--- src/rtl/pc_sequencer.sv ---
// pc_sequencer -- next-PC controller for the single-cycle MIPS core.
//
// The PC register downstream has no enable. This block therefore drives its
// load value on every cycle, and it holds the PC by returning pc_cur. It
// chooses between the sequential, branch, jump, jump-register and
// exception-vector targets. It also sequences boot, instruction-memory stalls,
// halt/resume and exception entry, and records EPC and the exception cause.
//
// Ports
//   clk           in   1   clock, rising edge
//   rst_n         in   1   asynchronous active-low reset
//   pc_cur        in  32   current PC (PC register output)
//   imem_ready    in   1   instruction memory data valid for pc_cur
//   branch_taken  in   1   conditional branch resolved taken
//   branch_offset in  32   sign-extended word offset
//   jump          in   1   J/JAL
//   jump_index    in  26   instr[25:0]
//   jump_reg      in   1   JR/JALR
//   rs_value      in  32   register rs contents
//   exc_req       in   1   external/decoder exception request
//   halt_req      in   1   enter HALT
//   resume        in   1   leave HALT
//   pc_next       out 32   PC load value (combinational)
//   fetch_valid   out  1   current instruction may retire
//   state         out  2   00 BOOT, 01 RUN, 10 WAIT, 11 HALT
//   epc           out 32   PC of the faulting instruction
//   exc_cause     out  2   00 none, 01 external, 10 misaligned JR, 11 fetch timeout
//
// state | meaning
// BOOT  | one cycle after reset, loads RESET_VECTOR
// RUN   | normal fetch/retire, resolves next PC
// WAIT  | instruction memory not ready, PC held, stall counted
// HALT  | PC held until resume or exception

module pc_sequencer #(
    parameter logic [31:0] RESET_VECTOR = 32'h0000_0000,
    parameter logic [31:0] EXC_VECTOR   = 32'h8000_0180,
    parameter int unsigned STALL_LIMIT  = 8
) (
    input  logic        clk,
    input  logic        rst_n,
    input  logic [31:0] pc_cur,
    input  logic        imem_ready,
    input  logic        branch_taken,
    input  logic [31:0] branch_offset,
    input  logic        jump,
    input  logic [25:0] jump_index,
    input  logic        jump_reg,
    input  logic [31:0] rs_value,
    input  logic        exc_req,
    input  logic        halt_req,
    input  logic        resume,
    output logic [31:0] pc_next,
    output logic        fetch_valid,
    output logic [1:0]  state,
    output logic [31:0] epc,
    output logic [1:0]  exc_cause
);

    typedef enum logic [1:0] {
        ST_BOOT = 2'b00,
        ST_RUN  = 2'b01,
        ST_WAIT = 2'b10,
        ST_HALT = 2'b11
    } state_t;

    localparam logic [1:0] CAUSE_EXT     = 2'b01;
    localparam logic [1:0] CAUSE_JR_MIS  = 2'b10;
    localparam logic [1:0] CAUSE_TIMEOUT = 2'b11;
    localparam logic [7:0] STALL_LIM     = 8'(STALL_LIMIT);

    state_t      state_q, state_d;
    logic [31:0] epc_q, epc_d;
    logic [1:0]  cause_q, cause_d;
    logic [7:0]  cnt_q, cnt_d;

    logic [31:0] pc_next_c;
    logic        fetch_valid_c;

    logic [31:0] pc4;
    logic [31:0] br_tgt;
    logic [31:0] j_tgt;
    logic        jr_misaligned;

    // All target arithmetic wraps modulo 2^32.
    assign pc4           = pc_cur + 32'd4;
    assign br_tgt        = pc4 + (branch_offset << 2);
    assign j_tgt         = {pc4[31:28], jump_index, 2'b00};
    assign jr_misaligned = jump_reg && (rs_value[1:0] != 2'b00);

    always_comb begin
        state_d       = state_q;
        epc_d         = epc_q;
        cause_d       = cause_q;
        cnt_d         = cnt_q;
        pc_next_c     = pc_cur;
        fetch_valid_c = 1'b0;

        case (state_q)
            ST_BOOT: begin
                pc_next_c = RESET_VECTOR;
                state_d   = ST_RUN;
            end

            ST_RUN: begin
                if (exc_req) begin
                    pc_next_c = EXC_VECTOR;
                    epc_d     = pc_cur;
                    cause_d   = CAUSE_EXT;
                end else if (jr_misaligned) begin
                    pc_next_c = EXC_VECTOR;
                    epc_d     = pc_cur;
                    cause_d   = CAUSE_JR_MIS;
                end else if (halt_req) begin
                    state_d = ST_HALT;
                end else if (!imem_ready) begin
                    // The cycle spent here counts as the first stall cycle.
                    cnt_d   = 8'd1;
                    state_d = ST_WAIT;
                end else begin
                    fetch_valid_c = 1'b1;
                    if (jump_reg) begin
                        pc_next_c = rs_value;
                    end else if (jump) begin
                        pc_next_c = j_tgt;
                    end else if (branch_taken) begin
                        pc_next_c = br_tgt;
                    end else begin
                        pc_next_c = pc4;
                    end
                end
            end

            ST_WAIT: begin
                if (exc_req) begin
                    pc_next_c = EXC_VECTOR;
                    epc_d     = pc_cur;
                    cause_d   = CAUSE_EXT;
                    cnt_d     = 8'd0;
                    state_d   = ST_RUN;
                end else if (imem_ready) begin
                    // The instruction retires on the following RUN cycle.
                    cnt_d   = 8'd0;
                    state_d = ST_RUN;
                end else if (cnt_q == STALL_LIM) begin
                    pc_next_c = EXC_VECTOR;
                    epc_d     = pc_cur;
                    cause_d   = CAUSE_TIMEOUT;
                    cnt_d     = 8'd0;
                    state_d   = ST_RUN;
                end else if (cnt_q != 8'hFF) begin
                    cnt_d = cnt_q + 8'd1;
                end
            end

            ST_HALT: begin
                if (exc_req) begin
                    pc_next_c = EXC_VECTOR;
                    epc_d     = pc_cur;
                    cause_d   = CAUSE_EXT;
                    state_d   = ST_RUN;
                end else if (resume) begin
                    state_d = ST_RUN;
                end
            end

            default: begin
                state_d = ST_BOOT;
            end
        endcase
    end

    always_ff @(posedge clk or negedge rst_n) begin
        if (!rst_n) begin
            state_q <= ST_BOOT;
            epc_q   <= 32'h0000_0000;
            cause_q <= 2'b00;
            cnt_q   <= 8'd0;
        end else begin
            state_q <= state_d;
            epc_q   <= epc_d;
            cause_q <= cause_d;
            cnt_q   <= cnt_d;
        end
    end

    // The explicit reset gating keeps the PC load value defined while reset
    // is asserted, independent of the state register.
    assign pc_next     = rst_n ? pc_next_c : RESET_VECTOR;
    assign fetch_valid = rst_n & fetch_valid_c;
    assign state       = state_q;
    assign epc         = epc_q;
    assign exc_cause   = cause_q;

endmodule

--- config.mk ---
export PLATFORM = sky130hd
export DESIGN_NAME = pc_sequencer
export DESIGN_NICKNAME = d
export VERILOG_FILES = /design/src/rtl/pc_sequencer.sv
export SDC_FILE = /design/constraint.sdc
export NUM_CORES = 1
export LEC_CHECK = 0
export CORE_MARGIN = 5
export CORE_UTILIZATION = 30
export CTS_BUF_LIST = sky130_fd_sc_hd__clkbuf_8 sky130_fd_sc_hd__clkbuf_16
export CTS_CLUSTER_DIAMETER = 80
export DETAILED_ROUTE_END_ITERATION = 10
export SYNTH_ARGS = -nofsm -noshare
export SYNTH_HDL_FRONTEND = slang
export SYNTH_SLANG_ARGS = --single-unit
--- constraint.sdc ---
create_clock -name clk -period 4.7 [get_ports clk]
set_input_delay 0.47 -clock clk [delete_from_list [all_inputs] [get_ports clk]]
set_output_delay 0.47 -clock clk [all_outputs]
set_load 0.05 [all_outputs]
# Yosys cells after proc, flatten, opt, wreduce, memory -nomap -nowiden
# Cells that the tools add are included.
# totals
wordCells,84
ram_bits,0
reg_bits,44
out_inout_bits,69
mem_bits_ro,0
memories,0
latch_bits,0
# op_classes
shifts,0
n_mux,51
n_addsub,3
n_eq_ne,17
div_mod_pow,0
n_mul,0
n_reduce_logical,8
bitwise,1
order_cmp,0
# op_table
operator,count
$mux W32,18
$pmux W32 S4,1
$pmux W32 S3,1
$mux W8,8
$add A32 B3 Y32 const B,1
$add A32 B32 Y32,1
$mux W2,15
$pmux W8 S2,1
$ne A3 B3 Y1 const B,5
$ne A2 B2 Y1 const B,5
$reduce_and A5 Y1,2
$add A8 B1 Y8 const B,1
$eq A8 B4 Y1 const B,1
$ne A8 B8 Y1 const B,1
$pmux W2 S4,1
$pmux W2 S3,1
$reduce_and A6 Y1,1
$mux W1,5
$ne A5 B5 Y1 const B,1
$eq A2 B2 Y1 const B,2
$ne A4 B4 Y1 const B,1
$reduce_bool A2 Y1,2
$reduce_bool A3 Y1,1
$eq A2 B1 Y1 const B,1
3 further kinds,3

# Longest topological paths before layout
# Gate-level depths: netlist (run 1).
# depth
depth_word,11
depth_mapped,17

# Worst setup path after synthesis (run 1)
# OpenSTA, ideal clock, no wires.
# synth_path
path_kind,input port to output port
from,input port pc_cur[4]
to,output port pc_next[26]
setup_slack_ps,-21
stages,14
arrival_time_ps,4251
path_buffers,2
path_cell_list,buf_2 nand3_2 nor3_2 nor3b_4 nand3_1 or2_1 xnor2_1 ha_1 clkbuf_1 nand4_1 o31ai_2 a31oi_1 xor2_1 o31ai_1
# synth_between
elab_chain_cells,11
# synth_rtl
element,line_no,rtl
from (decl),42,"input logic [31:0] pc_cur,"
$add A32 B3 Y32 *,86,assign pc4 = pc_cur + 32'd4;
$add A32 B32 Y32,87,assign br_tgt = pc4 + (branch_offset << 2);
$mux W32 *,126,end else if (branch_taken) begin
$mux W32 *,124,end else if (jump) begin
$mux W32 *,122,if (jump_reg) begin
$mux W32 *,116,end else if (!imem_ready) begin
$mux W32 *,114,end else if (halt_req) begin
$mux W32 *,110,end else if (jr_misaligned) begin
$mux W32 *,106,if (exc_req) begin
$pmux W32 S4 *,99,case (state_q)
$mux W32 *,189,assign pc_next = rst_n ? pc_next_c : RESET_VECTOR;
to (decl),53,"output logic [31:0] pc_next,"
# Mark *: on every way between the ends. The rest lies on a longest branch, timed or not.

# Worst setup path in the final report (run 1)
# layout_path
from,input port pc_cur[6]
to,output port pc_next[28]
# layout_between
elab_chain_cells,11
# layout_rtl
element,line_no
$add A32 B3 Y32 *,86
$add A32 B32 Y32,87
$mux W32,126
$mux W32 *,124
$mux W32 *,122
$mux W32 *,116
$mux W32 *,114
$mux W32 *,110
$mux W32 *,106
$pmux W32 S4 *,99
$mux W32 *,189
# Marks and branches as above.

==> summary.md, run 1 <==
| Metric | Value |
|---|---|
| Tcrit/Tclk final | 0.963 |
| LEAKAGE | 4.03 nW |
| Die H | 144 microns |
| Fin Clk Skew | 10.4 ps |
| First-pass iteration count of the detailed router | 5 |
| Crit. Startpoint | pc_cur[6] |
| Total track usage | 0.226 |
| Synth area leader | dfrtp_1 |
| Worst VDD drop | 0.175 mV |
| Root buffer cell | clkbuf_16 |
| Area Growth Syn to Fin | 73.9% |
| Maxcap violations | 0 |
| Post-CTS Hold Fix Bufs | 0 |
| Yosys cell types | 85 |
| DRC viols | 0 |
| Complex-gate fraction of the synthesized area | 0.296 |
| Min-Delay Path Class | in2async |
| RSZ-0062 raised after global routing | false |
| # IOs | 200 |
| Least-Margin Pin Slew | 742 ps |
| Xor/xnor cell area share of the yosys netlist | 0.0764 |
| Iter 0 DRT Violations | 318 |
| Critical Path End Type | output port |
| Synth Instances | 678 |
| Crit path time final | 4530 ps |
| End of the worst register-to-register path | epc[15] |
| Status | finished, final reports clean |
| Standard-cell rows | 49 |
| Total die area | 20700 sq um |
| Core Area | 17800 sq um |
| Number of synthesized flops with an enable pin | 0 |
| CTS H-Tree Depth | 2 |
| Total Routed Length | 23900 microns |
| Endpoints failing hold | 0 |
| Yosys warning count | 0 |
| Post-synthesis net count | 846 |
| Total power | 2.17 mW |
| Type of origin of the critical path | input port |
| CP Max Fanout | 6 |
| Worst path max stage delay | 500 ps |
| Synthesized cell area | 5370 sq um |
| Share of layout cells above drive strength 1 | 0.297 |
| Initial antenna violation count | 2 |
| Synth Area per Inst | 7.92 sq um |
| Pwr/cell area | 232 nW/um^2 |
| CTS buffer count | 5 |
| Largest family of logic cells by synthesized area | compound AO/OA/AOI/OAI gates |
| Top-count cell post-synth | nand2_1 |
| Count of input and output buffers | 197 |
| Crit path max-delay family | simple AND/OR/NAND/NOR gates |
| Final Wtd Congestion | 0.928 |
| Grt ovf | 0 |
| Clk slew on worst S/H paths | 70 ps |
| Synth Area in Simple Gates | 0.220 |
| Register area share after synthesis | 0.205 |
| DR WL/cell | 19.5 microns |
| Final setup vio count | 0 |
| CP cell instances | clkdlybuf4s15_1 -> nand3_2 -> nor3_4 -> nor3b_4 -> buf_4 -> nand3_1 -> or2_1 -> xnor2_2 -> ha_4 -> a21o_1 -> a21o_1 -> or3b_2 -> o21ai_4 -> o22ai_1 -> a41o_1 -> buf_4 |
| Synth cell count leaders | nand2_1, nor2_1, a21oi_1 |
| Most used DFF post-synth | dfrtp_1 |
| Synth Area in Adders | 0.0876 |
| Worst r2r src | cnt_q[0] |
| F_max | 0.221 GHz |
| Relative slew slack | 0.505 |
| Ys async rst share | 1.00 |
| WP buf/inv | 3 |
| Clock buffer depth | 2 |
| Initial core utilization | 0.302 |
| Sink Count | 44 |
| Top-area cell type share of the netlist area | 0.205 |
| Avg Vias per Cell | 5.32 |
| Largest net degree at the start of global routing | 48 |
| Max Transition Viols Final | 0 |
| Layout Nets | 1160 |
| Routed via count | 6508 |
| Vias in the first global route | 6482 |
| Detailed Place HPWL | 19200 microns |
| Post-route non-filler standard cell count | 1223 |
| Horiz. Die Dim | 144 microns |
| Placed cells | 1201 |
| First-pass GRT wire length | 36300 microns |
| Clk_lat worst skew | 300 ps |
| Synth area leaders | dfrtp_1, ha_1, mux2_2, a21oi_1, nand2_1 |
| Reg2reg path depth | 8 |
| Crit-path slowest cell | or3b_2 |
| Crit path required time | 4230 ps |
| Mux cell area share after synthesis | 0.0769 |
| Synthesized flop and latch total | 44 |
| Crit path kind | in2out |
| Flop2flop setup slack | 1950 ps |
| TritonCTS clock tree | built |
| Worst Path Arrival | 4060 ps |
| Antenna-violating nets left | 0 |
## how the worst max path moves through the flow
stage | to | slack (ps) | cells after the start
floorplan | pc_next[29] | 230 | 16
global placement | pc_next[28] | -300 | 16
detailed placement | pc_next[28] | -350 | 17
CTS | pc_next[28] | -1 | 16
global route | pc_next[29] | 10 | 18
finish | pc_next[28] | 170 | 16
## state kept, by name (all words and copies together), names as in the netlist
signal / flops
epc: 32
cnt_q: 8
exc_cause: 2
state: 2
## cell type report
cell class,count,area (sq um)
diodes,1,2.50
clock buffers,5,125
clock inverters,3,46.3
fillers,1678,8440
inverters,16,60.1
multi-input cells,582,4430
flip-flops and latches,44,1100
well taps,229,287
repair buffers,343,3290
## stage by stage
stage / utilization / hold slack [ps] / setup WS, ps / area (sq um) / TNS (ps)
2_1_floorplan: - / 174 / 228 / 5380 / 0
3_3_place_gp: 0.490 / 488 / -298 / 8710 / -2430
3_5_place_dp: 0.490 / 491 / -352 / 8710 / -2810
4_1_cts: 0.515 / 311 / -1.44 / 9150 / -1.44
5_1_grt: 0.525 / 352 / 12.2 / 9340 / 0
6_report: 0.525 / 291 / 173 / 9340 / 0
## cells by family (layout without fill, tap and decap cells)
kind of cell               Yosys count  in the layout
AOI/OAI and AO/OA                  234            234
xor gates and xnor gates            46             46
adders and majority gates           37             37
buffers and inverters               52            367
DFF                                 44             44
muxes                               37             37
other                                0              1
and+or+nand+nor                    228            228
## placed cells by master (no fill, tap or decap), types with 9 or more instances in the layout
cell	netlist	routed
inv_1	14	14
clkdlybuf4s50_1	0	158
and3_1	17	14
a211oi_1	11	9
xnor2_2	1	12
a21o_1	17	17
buf_12	0	22
a31oi_1	10	10
a21oi_1	45	38
buf_4	0	149
nor3_1	18	18
a22oi_1	16	16
xor2_1	23	20
xnor2_1	22	11
nand2_1	59	59
o21ai_0	36	34
mux2_2	34	34
nand4_1	13	13
o21ai_1	26	23
nand3_1	18	17
nor2_1	57	56
ha_1	36	30
dfrtp_1	44	44
## layer usage
layer	GRT usage	vias up	routed length [microns]
met5	0	-	24
met4	0.0481	4	385
met3	0.0506	28	1670
met2	0.383	207	11400
met1	0.294	3090	10400
li1	-	3179	-
## what timing repair did
action	in CTS	in global routing
setup endpoints to repair	15	16
gates cloned	0	0
gates resized for setup	49	26
buffers inserted	7	6
pin swaps	22	23
## report_power, final
group	internal [mW]	total [mW]	leakage, nW	switching, mW
combinational	0.564	1.28	3.43	0.714
clock	0.253	0.421	0.0804	0.167
sequential	0.437	0.471	0.525	0.0347
No activity file was read; power rests on OpenSTA's default activity.
==> inputs of run 2 (changes only) <==
--- a/config.mk
+++ b/config.mk
@@ -9,7 +9,9 @@
 export CORE_UTILIZATION = 30
 export CTS_BUF_LIST = sky130_fd_sc_hd__clkbuf_8 sky130_fd_sc_hd__clkbuf_16
 export CTS_CLUSTER_DIAMETER = 80
+export CTS_CLUSTER_SIZE = 28
 export DETAILED_ROUTE_END_ITERATION = 10
+export SETUP_SLACK_MARGIN = 0.1
 export SYNTH_ARGS = -nofsm -noshare
 export SYNTH_HDL_FRONTEND = slang
 export SYNTH_SLANG_ARGS = --single-unit
==> run 2 against run 1 <==
- wire length rose by 0.10%
- critical endpoint unchanged
- critical path depth did not move
- maximum frequency rose by 1.2%
==> summary.md, run 2 (same netlist as run 1, synthesis figures left out) <==
| Metric | Value |
|---|---|
| Share of layout cells above drive strength 1 | 0.295 |
| Flop2flop setup slack | 1950 ps |
| Detailed Place HPWL | 19200 microns |
| Standard-cell rows | 49 |
| Total Routed Length | 23900 microns |
| Least-Margin Pin Slew | 756 ps |
| CP endpoint | pc_next[28] |
| Post-Place Cell Area | 8710 sq um |
| Clk slew on worst S/H paths | 70 ps |
| Post-CTS Hold Fix Bufs | 0 |
| Largest net degree at the start of global routing | 48 |
| Initial core utilization | 0.302 |
| Switching Share | 0.422 |
| Count of input and output buffers | 197 |
| First-pass GRT wire length | 36300 microns |
| Critical Path End Type | output port |
| Layout Nets | 1157 |
| Worst Path Arrival | 4000 ps |
| Final Wtd Congestion | 0.928 |
| Relative slew slack | 0.496 |
| Fill cells | 1691 |
| WHS | 290 ps |
| Reg2reg path depth | 8 |
| Maxcap violations | 0 |
| LEAKAGE | 4.02 nW |
| Clock buffer depth | 2 |
| Min-Delay Path Class | in2async |
| Crit. Startpoint | pc_cur[11] |
| # IOs | 200 |
| Endpoints failing hold | 0 |
| CTS buffer count | 5 |
| Area Growth Syn to Fin | 73.2% |
| Final Util | 0.523 |
| Routed via count | 6477 |
| Worst r2r src | cnt_q[0] |
| F_max | 0.224 GHz |
| End of the worst register-to-register path | epc[15] |
| Grt ovf | 0 |
| DP Worst Slack | -352 ps |
| Psw | 0.916 mW |
| CTS H-Tree Depth | 2 |
| Tcrit/Tclk final | 0.951 |
| Total power | 2.17 mW |
| Int Power | 1.25 mW |
| TritonCTS clock tree | built |
| Flop pwr share | 0.217 |
| Sink Count | 44 |
| RSZ-0062 raised after global routing | true |
| Most common library cell in the layout ignoring fill and taps | clkdlybuf4s50_1 |
| Final Instance Area | 9300 sq um |
| Iter 0 DRT Violations | 343 |
| Status | finished, final reports clean |
| Worst VDD drop | 0.175 mV |
| Total track usage | 0.225 |
| Initial antenna violation count | 2 |
| Clk_lat worst skew | 300 ps |
| Crit path required time | 4230 ps |
| Avg Vias per Cell | 5.31 |
| Type of origin of the critical path | input port |
| Root buffer cell | clkbuf_16 |
| Highest-count cells in the layout ignoring fill and taps | clkdlybuf4s50_1, buf_4, nand2_1 |
| Crit path time final | 4470 ps |
| Pwr/cell area | 233 nW/um^2 |
| WP buf/inv | 4 |
| Crit path kind | in2out |
| Clock share of power | 0.194 |
| Max Transition Viols Final | 0 |
| Stages on the worst setup path | 16 |
| Horiz. Die Dim | 144 microns |
| Fin Clk Skew | 8.52 ps |
| Worst path max stage delay | 520 ps |
| Antenna-violating nets left | 0 |
| Die H | 144 microns |
| Setup WS post-layout | 228 ps |
| Total die area | 20700 sq um |
| CP Max Fanout | 6 |
| Vias in the first global route | 6462 |
| Crit-path slowest cell | or3b_2 |
| Crit path max-delay family | simple AND/OR/NAND/NOR gates |
| DRC viols | 0 |
| Final setup vio count | 0 |
| Comb power frac | 0.589 |
| CP cell instances | clkdlybuf4s50_1 -> nand4_1 -> buf_6 -> nor3b_4 -> buf_4 -> nand3_1 -> or2_1 -> xnor2_2 -> ha_4 -> a21o_1 -> a21o_1 -> or3b_2 -> o21ai_4 -> o22ai_1 -> a41o_1 -> buf_6 |
| Largest register FFs | 32 |
| DR WL/cell | 19.6 microns |
| Core Area | 17800 sq um |
| First-pass iteration count of the detailed router | 5 |
## run 2: cell count changes in the layout (fill, tap and decap cells not counted), sizes merged
cell / before / now
dlymetal6s2s: 1 / 2
buf: 175 / 172
clkdlybuf4s50: 158 / 156
dlygate4sd2: 5 / 6
clkbuf: 6 / 8
clkdlybuf4s15: 3 / 1
## run 2: what timing repair did
item,4_1_cts,5_1_grt
pin swaps,26,30
setup endpoints to repair,16,15
resized for setup,50,31
setup buffers,5,5
## run 2: cell type report
class / count / area [sq um] / share of cell area
tap: 229 / 287 / 0.0308
clock buffer: 5 / 125 / 0.0134
sequential: 44 / 1100 / 0.118
multi-input combinational: 582 / 4410 / 0.474
clock inverter: 3 / 46.3 / 0.00498
inverter: 16 / 60.1 / 0.00646
antenna: 1 / 2.50 / 0.000269
timing repair buffer: 340 / 3270 / 0.352
## run 2: per-stage QoR
step / TNS, ps / instances
floorplan: 0 / 678
CTS: 0 / 1214
detailed placement: -2810 / 1201
global route: 0 / 1219
global placement: -2430 / 1201
finish: 0 / 1220
## run 2: power by group through the flow
| stage | Sequential (mW) | Clock [mW] | Combinational (mW) |
|---|---|---|---|
| after floorplan | 0.679 | 0 | 0.472 |
| after global placement | 0.476 | 0 | 1.23 |
| after detailed placement | 0.478 | 0 | 1.23 |
| after CTS | 0.472 | 0.433 | 1.26 |
| after global routing | 0.480 | 0.447 | 1.35 |
| final | 0.471 | 0.420 | 1.28 |
## run 2: per-layer routing
metal  up-vias  track usage  share of wire
met3        26       0.0506          0.078
met2       220        0.382           0.48
met5         -            0         0.0010
met1      3050        0.294           0.42
li1       3177            -              -
met4         4       0.0481          0.016
## run 2: worst min-delay path by stage
| stage | from | endpoint | slack (ps) | cells after the start |
|---|---|---|---|---|
| detailed placement | cnt_q[7] | cnt_q[7] | 490 | 1 |
| finish | rst_n | state[1] | 290 | 2 |
| CTS | rst_n | epc[23] | 310 | 2 |
| global route | rst_n | state[1] | 350 | 2 |
| global placement | epc[28] | epc[28] | 490 | 1 |
| floorplan | rst_n | cnt_q[0] | 170 | 0 |
## run 2: worst register-to-register path, stage by stage, from the launching register on
cell and delay, ps:
dfrtp_1 430, inv_1 100, ha_1 140, nand4bb_1 90, nor4_1 300, a21oi_1 250, o22ai_4 520, buf_4 410
mux2_2 390
